==> src/rtl/fft_pkg.sv <==
// Shared FFT datapath types and arithmetic helpers.
// Helpers work on a 64-bit signed carrier; callers slice the result.
package fft_pkg;

  localparam int DW_DEF = 16;
  localparam int TW_DEF = 16;
  localparam int XW     = 64;

  typedef logic signed [XW-1:0] wide_t;

  typedef struct packed {
    logic signed [DW_DEF-1:0] re;
    logic signed [DW_DEF-1:0] im;
  } cplx_t;

  typedef struct packed {
    logic signed [TW_DEF-1:0] re;
    logic signed [TW_DEF-1:0] im;
  } cplx_tw_t;

  function automatic wide_t rnd_shr(
    input wide_t       x,
    input int unsigned n
  );
    if (n == 0) return x;
    return (x + (64'sd1 <<< (n - 1))) >>> n;
  endfunction

  function automatic wide_t sat(
    input  wide_t       x,
    input  int unsigned dw,
    output logic        ovf
  );
    wide_t hi;
    wide_t lo;
    hi  = (64'sd1 <<< (dw - 1)) - 64'sd1;
    lo  = -(64'sd1 <<< (dw - 1));
    ovf = 1'b0;
    if (x > hi) begin
      ovf = 1'b1;
      return hi;
    end
    if (x < lo) begin
      ovf = 1'b1;
      return lo;
    end
    return x;
  endfunction

endpackage

==> src/rtl/fft_bfly_pipe_if.sv <==
// Operand/result bundle of the butterfly with its handshakes.
// master = producer/consumer side, slave = butterfly side.
interface fft_bfly_pipe_if
  import fft_pkg::*;
#(
  parameter int DW = DW_DEF,
  parameter int TW = TW_DEF
);

  logic                 in_valid;
  logic                 in_ready;
  logic                 in_scale;
  logic signed [DW-1:0] a_re;
  logic signed [DW-1:0] a_im;
  logic signed [DW-1:0] b_re;
  logic signed [DW-1:0] b_im;
  logic signed [TW-1:0] w_re;
  logic signed [TW-1:0] w_im;

  logic                 out_valid;
  logic                 out_ready;
  logic                 ovf;
  logic signed [DW-1:0] y0_re;
  logic signed [DW-1:0] y0_im;
  logic signed [DW-1:0] y1_re;
  logic signed [DW-1:0] y1_im;

  modport master (
    output in_valid,
    output in_scale,
    output a_re,
    output a_im,
    output b_re,
    output b_im,
    output w_re,
    output w_im,
    output out_ready,
    input  in_ready,
    input  out_valid,
    input  ovf,
    input  y0_re,
    input  y0_im,
    input  y1_re,
    input  y1_im
  );

  modport slave (
    input  in_valid,
    input  in_scale,
    input  a_re,
    input  a_im,
    input  b_re,
    input  b_im,
    input  w_re,
    input  w_im,
    input  out_ready,
    output in_ready,
    output out_valid,
    output ovf,
    output y0_re,
    output y0_im,
    output y1_re,
    output y1_im
  );

endinterface

==> src/rtl/fft_cmul.sv <==
// Two-stage complex multiply t = b*w with round-half-up to DW+2 bits.
// Carries an opaque sideband alongside so callers can align operands.
module fft_cmul
  import fft_pkg::*;
#(
  parameter int DW  = DW_DEF,
  parameter int TW  = TW_DEF,
  parameter int SBW = 1
) (
  input  logic                 clk,
  input  logic                 rst_n,
  input  logic                 en_i,
  input  logic                 valid_i,
  input  logic signed [DW-1:0] b_re_i,
  input  logic signed [DW-1:0] b_im_i,
  input  logic signed [TW-1:0] w_re_i,
  input  logic signed [TW-1:0] w_im_i,
  input  logic [SBW-1:0]       side_i,
  output logic                 valid_o,
  output logic signed [DW+1:0] t_re_o,
  output logic signed [DW+1:0] t_im_o,
  output logic [SBW-1:0]       side_o
);

  localparam int PW = DW + TW;
  localparam int SW = PW + 1;
  localparam int RW = DW + 2;

  typedef struct packed {
    logic signed [PW-1:0] rr;
    logic signed [PW-1:0] ii;
    logic signed [PW-1:0] ri;
    logic signed [PW-1:0] ir;
  } prod_t;

  prod_t                p_d;
  prod_t                p_q;
  logic                 v1_q;
  logic                 v2_q;
  logic [SBW-1:0]       sb1_q;
  logic [SBW-1:0]       sb2_q;
  logic signed [SW-1:0] sum_re;
  logic signed [SW-1:0] sum_im;
  logic signed [RW-1:0] t_re_d;
  logic signed [RW-1:0] t_im_d;
  logic signed [RW-1:0] t_re_q;
  logic signed [RW-1:0] t_im_q;

  always_comb begin
    p_d.rr = PW'(b_re_i) * PW'(w_re_i);
    p_d.ii = PW'(b_im_i) * PW'(w_im_i);
    p_d.ri = PW'(b_re_i) * PW'(w_im_i);
    p_d.ir = PW'(b_im_i) * PW'(w_re_i);
  end

  // Full-precision sums need one guard bit; Q1.(TW-1) scaling drops TW-1.
  always_comb begin
    sum_re = SW'($signed(p_q.rr)) - SW'($signed(p_q.ii));
    sum_im = SW'($signed(p_q.ri)) + SW'($signed(p_q.ir));
    t_re_d = RW'(rnd_shr(wide_t'(sum_re), TW - 1));
    t_im_d = RW'(rnd_shr(wide_t'(sum_im), TW - 1));
  end

  always_ff @(posedge clk or negedge rst_n) begin
    if (!rst_n) begin
      v1_q  <= 1'b0;
      p_q   <= '0;
      sb1_q <= '0;
    end else if (en_i) begin
      v1_q  <= valid_i;
      p_q   <= p_d;
      sb1_q <= side_i;
    end
  end

  always_ff @(posedge clk or negedge rst_n) begin
    if (!rst_n) begin
      v2_q   <= 1'b0;
      t_re_q <= '0;
      t_im_q <= '0;
      sb2_q  <= '0;
    end else if (en_i) begin
      v2_q   <= v1_q;
      t_re_q <= t_re_d;
      t_im_q <= t_im_d;
      sb2_q  <= sb1_q;
    end
  end

  assign valid_o = v2_q;
  assign t_re_o  = t_re_q;
  assign t_im_o  = t_im_q;
  assign side_o  = sb2_q;

endmodule

==> src/rtl/fft_bfly_pipe.sv <==
// Radix-2 DIT butterfly: y0 = a + b*w, y1 = a - b*w, three stages.
// Whole pipe freezes while a result waits on out_ready.
module fft_bfly_pipe
  import fft_pkg::*;
#(
  parameter int DW  = DW_DEF,
  parameter int TW  = TW_DEF,
  parameter int SAT = 1
) (
  input  logic           clk,
  input  logic           rst_n,
  fft_bfly_pipe_if.slave bus,
  input  logic           ovf_clr,
  output logic           ovf_sticky
);

  localparam int SX = DW + 3;

  typedef struct packed {
    logic                 scale;
    logic signed [DW-1:0] a_re;
    logic signed [DW-1:0] a_im;
  } side_t;

  side_t                side_in;
  side_t                side_s2;
  logic                 stall;
  logic                 en;
  logic                 v2;
  logic signed [DW+1:0] t_re;
  logic signed [DW+1:0] t_im;

  logic signed [SX-1:0] sum_d  [4];
  wide_t                scl_d  [4];
  logic signed [DW-1:0] y_d    [4];
  logic signed [DW-1:0] y_q    [4];
  logic [3:0]           cov;
  logic                 ovf_d;
  logic                 ovf_q;
  logic                 ov_q;
  logic                 fire;
  logic                 sticky_d;
  logic                 sticky_q;

  assign stall        = ov_q && !bus.out_ready;
  assign en           = !stall;
  assign fire         = ov_q && bus.out_ready;
  assign bus.in_ready = en;

  always_comb begin
    side_in.scale = bus.in_scale;
    side_in.a_re  = bus.a_re;
    side_in.a_im  = bus.a_im;
  end

  fft_cmul #(
    .DW  (DW),
    .TW  (TW),
    .SBW ($bits(side_t))
  ) u_cmul (
    .clk     (clk),
    .rst_n   (rst_n),
    .en_i    (en),
    .valid_i (bus.in_valid),
    .b_re_i  (bus.b_re),
    .b_im_i  (bus.b_im),
    .w_re_i  (bus.w_re),
    .w_im_i  (bus.w_im),
    .side_i  (side_in),
    .valid_o (v2),
    .t_re_o  (t_re),
    .t_im_o  (t_im),
    .side_o  (side_s2)
  );

  always_comb begin
    sum_d[0] = SX'($signed(side_s2.a_re)) + SX'(t_re);
    sum_d[1] = SX'($signed(side_s2.a_im)) + SX'(t_im);
    sum_d[2] = SX'($signed(side_s2.a_re)) - SX'(t_re);
    sum_d[3] = SX'($signed(side_s2.a_im)) - SX'(t_im);
  end

  // ovf is raised in wrap mode too, so the flag means "out of range".
  always_comb begin
    cov = '0;
    for (int k = 0; k < 4; k++) begin
      scl_d[k] = wide_t'(sum_d[k]);
      y_d[k]   = '0;
    end
    for (int k = 0; k < 4; k++) begin
      if (side_s2.scale) begin
        scl_d[k] = rnd_shr(wide_t'(sum_d[k]), 1);
      end
      y_d[k] = DW'(sat(scl_d[k], DW, cov[k]));
      if (SAT == 0) begin
        y_d[k] = DW'(scl_d[k]);
      end
    end
    ovf_d = |cov;
  end

  always_ff @(posedge clk or negedge rst_n) begin
    if (!rst_n) begin
      ov_q  <= 1'b0;
      ovf_q <= 1'b0;
      y_q   <= '{default: '0};
    end else if (en) begin
      ov_q  <= v2;
      ovf_q <= v2 && ovf_d;
      y_q   <= y_d;
    end
  end

  always_comb begin
    sticky_d = sticky_q;
    priority case (1'b1)
      ovf_clr:        sticky_d = 1'b0;
      fire && ovf_q:  sticky_d = 1'b1;
      default:        ;
    endcase
  end

  always_ff @(posedge clk or negedge rst_n) begin
    if (!rst_n) begin
      sticky_q <= 1'b0;
    end else begin
      sticky_q <= sticky_d;
    end
  end

  assign bus.out_valid = ov_q;
  assign bus.ovf       = ovf_q;
  assign bus.y0_re     = y_q[0];
  assign bus.y0_im     = y_q[1];
  assign bus.y1_re     = y_q[2];
  assign bus.y1_im     = y_q[3];
  assign ovf_sticky    = sticky_q;

endmodule

==> src/flat_wrapper.sv <==
// flat-port wrapper written by rule: the top's interface ports become plain ports
module fft_bfly_pipe_flat import fft_pkg::*;
#(
  parameter int DW  = DW_DEF,
  parameter int TW  = TW_DEF,
  parameter int SAT = 1
)
  (clk, rst_n, ovf_clr, ovf_sticky, bus_in_valid, bus_in_scale, bus_a_re, bus_a_im, bus_b_re, bus_b_im, bus_w_re, bus_w_im, bus_out_ready, bus_in_ready, bus_out_valid, bus_ovf, bus_y0_re, bus_y0_im, bus_y1_re, bus_y1_im);
  fft_bfly_pipe_if #(.DW(DW), .TW(TW)) bus_i ();
  input  logic clk;
  input  logic rst_n;
  input  logic ovf_clr;
  output logic ovf_sticky;
  input wire logic [$bits(bus_i.in_valid)-1:0] bus_in_valid;
  input wire logic [$bits(bus_i.in_scale)-1:0] bus_in_scale;
  input wire logic [$bits(bus_i.a_re)-1:0] bus_a_re;
  input wire logic [$bits(bus_i.a_im)-1:0] bus_a_im;
  input wire logic [$bits(bus_i.b_re)-1:0] bus_b_re;
  input wire logic [$bits(bus_i.b_im)-1:0] bus_b_im;
  input wire logic [$bits(bus_i.w_re)-1:0] bus_w_re;
  input wire logic [$bits(bus_i.w_im)-1:0] bus_w_im;
  input wire logic [$bits(bus_i.out_ready)-1:0] bus_out_ready;
  output wire logic [$bits(bus_i.in_ready)-1:0] bus_in_ready;
  output wire logic [$bits(bus_i.out_valid)-1:0] bus_out_valid;
  output wire logic [$bits(bus_i.ovf)-1:0] bus_ovf;
  output wire logic [$bits(bus_i.y0_re)-1:0] bus_y0_re;
  output wire logic [$bits(bus_i.y0_im)-1:0] bus_y0_im;
  output wire logic [$bits(bus_i.y1_re)-1:0] bus_y1_re;
  output wire logic [$bits(bus_i.y1_im)-1:0] bus_y1_im;
  assign bus_i.in_valid = bus_in_valid;
  assign bus_i.in_scale = bus_in_scale;
  assign bus_i.a_re = bus_a_re;
  assign bus_i.a_im = bus_a_im;
  assign bus_i.b_re = bus_b_re;
  assign bus_i.b_im = bus_b_im;
  assign bus_i.w_re = bus_w_re;
  assign bus_i.w_im = bus_w_im;
  assign bus_i.out_ready = bus_out_ready;
  assign bus_in_ready = bus_i.in_ready;
  assign bus_out_valid = bus_i.out_valid;
  assign bus_ovf = bus_i.ovf;
  assign bus_y0_re = bus_i.y0_re;
  assign bus_y0_im = bus_i.y0_im;
  assign bus_y1_re = bus_i.y1_re;
  assign bus_y1_im = bus_i.y1_im;
  fft_bfly_pipe #(.DW(DW), .TW(TW), .SAT(SAT)) u_core (.clk(clk), .rst_n(rst_n), .bus(bus_i), .ovf_clr(ovf_clr), .ovf_sticky(ovf_sticky));
endmodule
==> config.mk <==
export PLATFORM = sky130hd
export DESIGN_NAME = fft_bfly_pipe_flat
export DESIGN_NICKNAME = d
export VERILOG_FILES = /design/src/rtl/fft_pkg.sv /design/src/rtl/fft_bfly_pipe_if.sv /design/src/rtl/fft_cmul.sv /design/src/rtl/fft_bfly_pipe.sv /design/src/flat_wrapper.sv
export SDC_FILE = /design/constraint.sdc
export NUM_CORES = 2
export LEC_CHECK = 0
export CORE_UTILIZATION = 35
export DETAILED_ROUTE_END_ITERATION = 16
export RECOVER_POWER = 50
export SLEW_MARGIN = 20
export SYNTH_ARGS = -nofsm -noshare
export SYNTH_HDL_FRONTEND = slang
export SYNTH_SLANG_ARGS = --single-unit
==> constraint.sdc <==
create_clock -name clk -period 3.8 [get_ports clk]
set_clock_uncertainty 0.1 [all_clocks]
set_input_delay 0.76 -clock clk [delete_from_list [all_inputs] [get_ports clk]]
set_output_delay 0.76 -clock clk [all_outputs]
set_load 0.01 [all_outputs]
* Word level (Yosys, flattened, before mapping) *
Cells that the tools add are included.

word-level totals
  bits in registers = 299
  input bits = 102
  output and inout port bits = 68
  word-level logic and storage cells = 87

cells by class
  add/subtract/negate cells = 12
  multiply operators = 4
  $lt $le $gt $ge = 8
  mux-type cells = 38
  reduce and logical (&&, ||, !) cells = 8

operator list
  cell                    number
  $gt 64x16->1 const B    4
  $lt 64x16->1 const B    4
  $mux 16                 16
  $mux 64                 4
  $mul 16x16->32          4
  $add 19x2->20 const B   4
  $add 33x16->33 const B  2
  $add 16x18->19          2
  $sub 16x18->19          2
  $add 32x32->33          1
  $sub 32x32->33          1
  $mux 1                  18
  $logic_and 1x1->1       4
  $reduce_or 4->1         1
  $logic_not 1->1         2
  $reduce_bool 2->1       1

* Longest topological paths before layout *
  depth in word-level cells = 8
  depth in mapped cells = 28
  mapped depth without buffers = 27

* By module *
From an unflattened synthesis, not the netlist that was laid out.

unflattened totals
  cell total of the unflattened synthesis = 6666
  area, all modules = 60625.6 um2

by module, submodules not included
  module         instances  cells each  area each (um2)  seq. area each (um2)
  fft_cmul       1          5470        51568.2          5805.6
  fft_bfly_pipe  1          1196        9057.4           1676.6

* Worst setup path before layout *
No wires, ideal clock.

  path kind = input-to-reg
  start point = input bus_w_re[15]
  end point = register u_core.u_cmul.p_q[31] (netlist bit)
  library setup time = 133 ps
  data arrival time = 7047 ps
  required time = 3567 ps
  setup slack = -3480 ps
  cell stages on the path = 24
  buffers on the path = 1
  cells stage by stage = inv_1 -> buf_1 -> nor2_1 -> fa_1 -> fa_1 -> fa_1 -> fa_1 -> fa_1 -> inv_1 -> fa_1 -> inv_1 -> ha_1 -> a21o_1 -> a21o_1 -> a21oi_1 -> nand4_1 -> a31oi_1 -> a211oi_1 -> a211o_1 -> o31a_1 -> or4_1 -> a31oi_1 -> xnor2_1 -> o21ai_0

on the way
  word-level cells in the longest chain between the ends = 1

RTL lines
  what                    line                text
  start: declaration      flat_wrapper.sv:20  input wire logic [$bits(bus_i.w_re)-1:0] bus_w_re;
  $mul 16x16->32          fft_cmul.sv:53      p_d.ir = PW'(b_im_i) * PW'(w_re_i);
  end signal: assignment  fft_cmul.sv:71      p_q <= p_d;
  end: declaration        fft_cmul.sv:37      prod_t p_q;

No other way between the ends.
A chain may end at the register's enable or synchronous reset.

* Worst setup path in the final report *
  start point = input bus_b_im[5]
  end point = register u_core.u_cmul.p_q[30] (netlist bit)

on the way
  word-level cells in the longest chain between the ends = 1

RTL lines
  what                line                text
  start: declaration  flat_wrapper.sv:19  input wire logic [$bits(bus_i.b_im)-1:0] bus_b_im;
  $mul 16x16->32      fft_cmul.sv:53

No other way between the ends.

==> out/qor.txt <==
Port bufs: 169
DRT Pass-1 Iters: 6
Max Freq: 148.2 MHz
Placed cell area: 74,860 µm²
Antenna violations before repair: 4
Worst hold path depth: 2
Hold Vio Cnt, Final: 0
Chip Height: 417.0 µm
Die width: 417.0 µm
R2R depth: 15
Ports: 170
Core footprint: 170,200 µm²
Top-count cell post-synth: inv_1
First-pass GRT wire length: 310,200 µm
Largest net degree at the start of global routing: 104
# fillers: 15,870
P&R area growth vs syn: 36.21%
Worst hold slack: 0.3660 ns
Worst-path clk slew: 0.06 ns
Worst slew margin: -17.14%
Synthesized cell area: 60,290 µm²
DR DRC count: 0
Dominant cells by area after synthesis: fa_1 (35%), dfrtp_1 (12%), ha_1 (11%), inv_1 (9.1%), nand2_1 (5.5%)
Synth cell types: 105
Via count: 51,210
Min-delay worst type: flip-flop to flip-flop
CP Launch Type: input port
Gr usage total: 22.90%
Cells after synthesis: 6,901
Failing checks: capacitance limit, slew limit, setup timing
Type of destination of the critical path: flip-flop
Post-synth EDFFs: 0
Critical path class: input port to flip-flop
Initial Utilization: 35.41%
Top cells by count, synth: inv_1 (1,456), fa_1 (1,052), nand2_1 (891)
Routability cong.: 0.9082
Synth top area share: 34.93%
Fin area: 82,120 µm²
Layout cells sized above 1: 28.78%
Endpoints failing setup: 174
Outcome: finished, violations left
CTS Buf Count: 39
HP Start: u_core.u_cmul.sb1_q[13]
Slowest Stage Delay on Critical Path: 0.58 ns
Rows: 151
Final worst slack: -2.948 ns
Max Fanout on Critical Path: 3
Worst skew pair latency: 0.60 ns
Least-Margin Pin Slew: 1.757 ns
Tmin final: 6.748 ns
Root buffer cell: clkbuf_16
Synth warn: 0
CTS tree: yes
Post-route ant nets: 0
Drt initial violations: 3,150
Most used flip-flop cell after synthesis: dfrtp_1
Syn Nets: 8,581
Vias in the first global route: 54,100
Max clock buf depth: 3
Total of max-cap violations: 3
Routed wire length: 199,700 µm
Final HPWL DP: 157,100 µm
Synth Register Bits: 299
Setup crit start: bus_b_im[5]
Critical Path AT: 7.12 ns
Average cell area after synthesis: 8.736 µm²
Launching point of the worst reg2reg path: u_core.u_cmul.t_re_o[0]
Final period util: 177.6%
Worst path most repeated cell: fa_1
Vias per cell: 4.859
Full die area: 173,900 µm²
Clock Sinks: 299
Pins Over Slew Limit: 126
Residual overflow from global routing: 0
Routed wire length per instance: 18.95 µm
Synth async-reset ratio: 100.0%
Yosys top cell by area: fa_1
Htree depth: 2
RSZ-0062 raised after global routing: true
Worst Path Required: 4.17 ns
Worst path slowest cell: fa_1
NumNets Final: 9,890
Sequential cell area fraction in the yosys report: 12.41%
[cell usage in the layout, fill, tap and decap left out, drive strengths merged, types with 13 or more instances in the layout]
master         count
o21a              29
o22a              32
ha               526
a31oi             43
nor3              65
a21o              85
o211ai            20
or2               22
mux2i             16
nand4             29
nor2             308
o21bai            34
xor2              71
xnor2            133
fa              1052
nand2            891
or3               27
o31ai             32
clkbuf            77
nor2b             38
and3              21
dfrtp            299
buf             1416
a211o             16
clkinv            13
a21oi            283
clkdlybuf4s50    106
nand2b            58
nand3             68
o311ai            17
and2             513
inv             1458
nor4              23
o21ai            158
bufbuf            16
a211oi            45
[worst paths after layout]
kind                                           end  slack (ns)
setup / recovery             u_core.u_cmul.p_q[30]       -2.95
hold / removal             u_core.u_cmul.sb1_q[13]        0.37
setup reg to reg               u_core.bus.y1_re[9]       -0.54
hold reg to reg            u_core.u_cmul.sb1_q[13]        0.37
max in group asynchronous    u_core.u_cmul.p_q[58]        0.71
min in group asynchronous  u_core.u_cmul.sb1_q[19]        0.54
[metal layers]
layer | global-route usage, % | vias to the layer above | wire, µm
li1 | - | 23990 | -
met1 | 30.71 | 25620 | 87550
met2 | 38.36 | 1311 | 93880
met3 | 2.683 | 287 | 10240
met4 | 7.440 | 2 | 8013
met5 | 0 | - | 12
[flip-flops by register name (all words and copies together), names as in the netlist]
register / cells
u_core.u_cmul.p_q: 128
u_core.u_cmul.sb1_q: 33
u_core.u_cmul.side_o: 33
u_core.u_cmul.t_im_o: 18
u_core.u_cmul.t_re_o: 18
u_core.bus.y0_im: 16
u_core.bus.y0_re: 16
u_core.bus.y1_im: 16
u_core.bus.y1_re: 16
u_core.bus.out_valid: 1
u_core.bus.ovf: 1
u_core.ovf_sticky: 1
u_core.u_cmul.v1_q: 1
u_core.u_cmul.valid_o: 1
[cell families after synthesis]
logic type	synth area share, %
XOR/XNOR	3.020
multiplexers	0.3653
buffers and inverters	11.15
flip-flops	12.41
adder cells (fa/ha/maj)	45.85
AND/OR/NAND/NOR	16.87
AO/OA/AOI/OAI	10.34
[layout make-up]
class,count,area [µm²],share of cell area [%]
inverters,1461,5539,6.745
repair buffers,1577,15030,18.31
clock buffers,51,1092,1.330
flip-flops and latches,299,7487,9.118
diodes,4,10.01,0.01219
clock inverters,21,277.8,0.3383
well taps,2295,2872,3.497
multi-input cells,4832,49810,60.65
[critical path, delay by kind of cell]
family	cells	cell delay [ns]
buf+inv	8	0.70
xor+xnor	1	0.16
simple gates	5	0.89
compound gates	7	1.18
fa+ha+maj	7	3.39
[metrics by stage]
stage | setup slack (ns) | utilization, % | setup TNS [ns] | std cells
after floorplan | -2.971 | - | -189.80 | 6901
after global placement | -4.078 | 43.98 | -355.20 | 10180
after detailed placement | -4.065 | 43.98 | -363.39 | 10180
after CTS | -2.923 | 47.14 | -244.03 | 10480
after global routing | -3.224 | 48.23 | -275.61 | 10540
final | -2.948 | 48.24 | -239.77 | 10540
[repair_timing]
action / CTS / global route
hold buffers: 0 / 0
endpoints found under the hold margin: 0 / 0
buffers inserted: 208 / 92
gates cloned: 25 / 4
pin swaps: 360 / 393
resized for setup: 585 / 458
setup endpoints to repair: 175 / 189
Power is not shown: default switching activity piles up to over one toggle a cycle in this logic, so the estimate is an artifact.
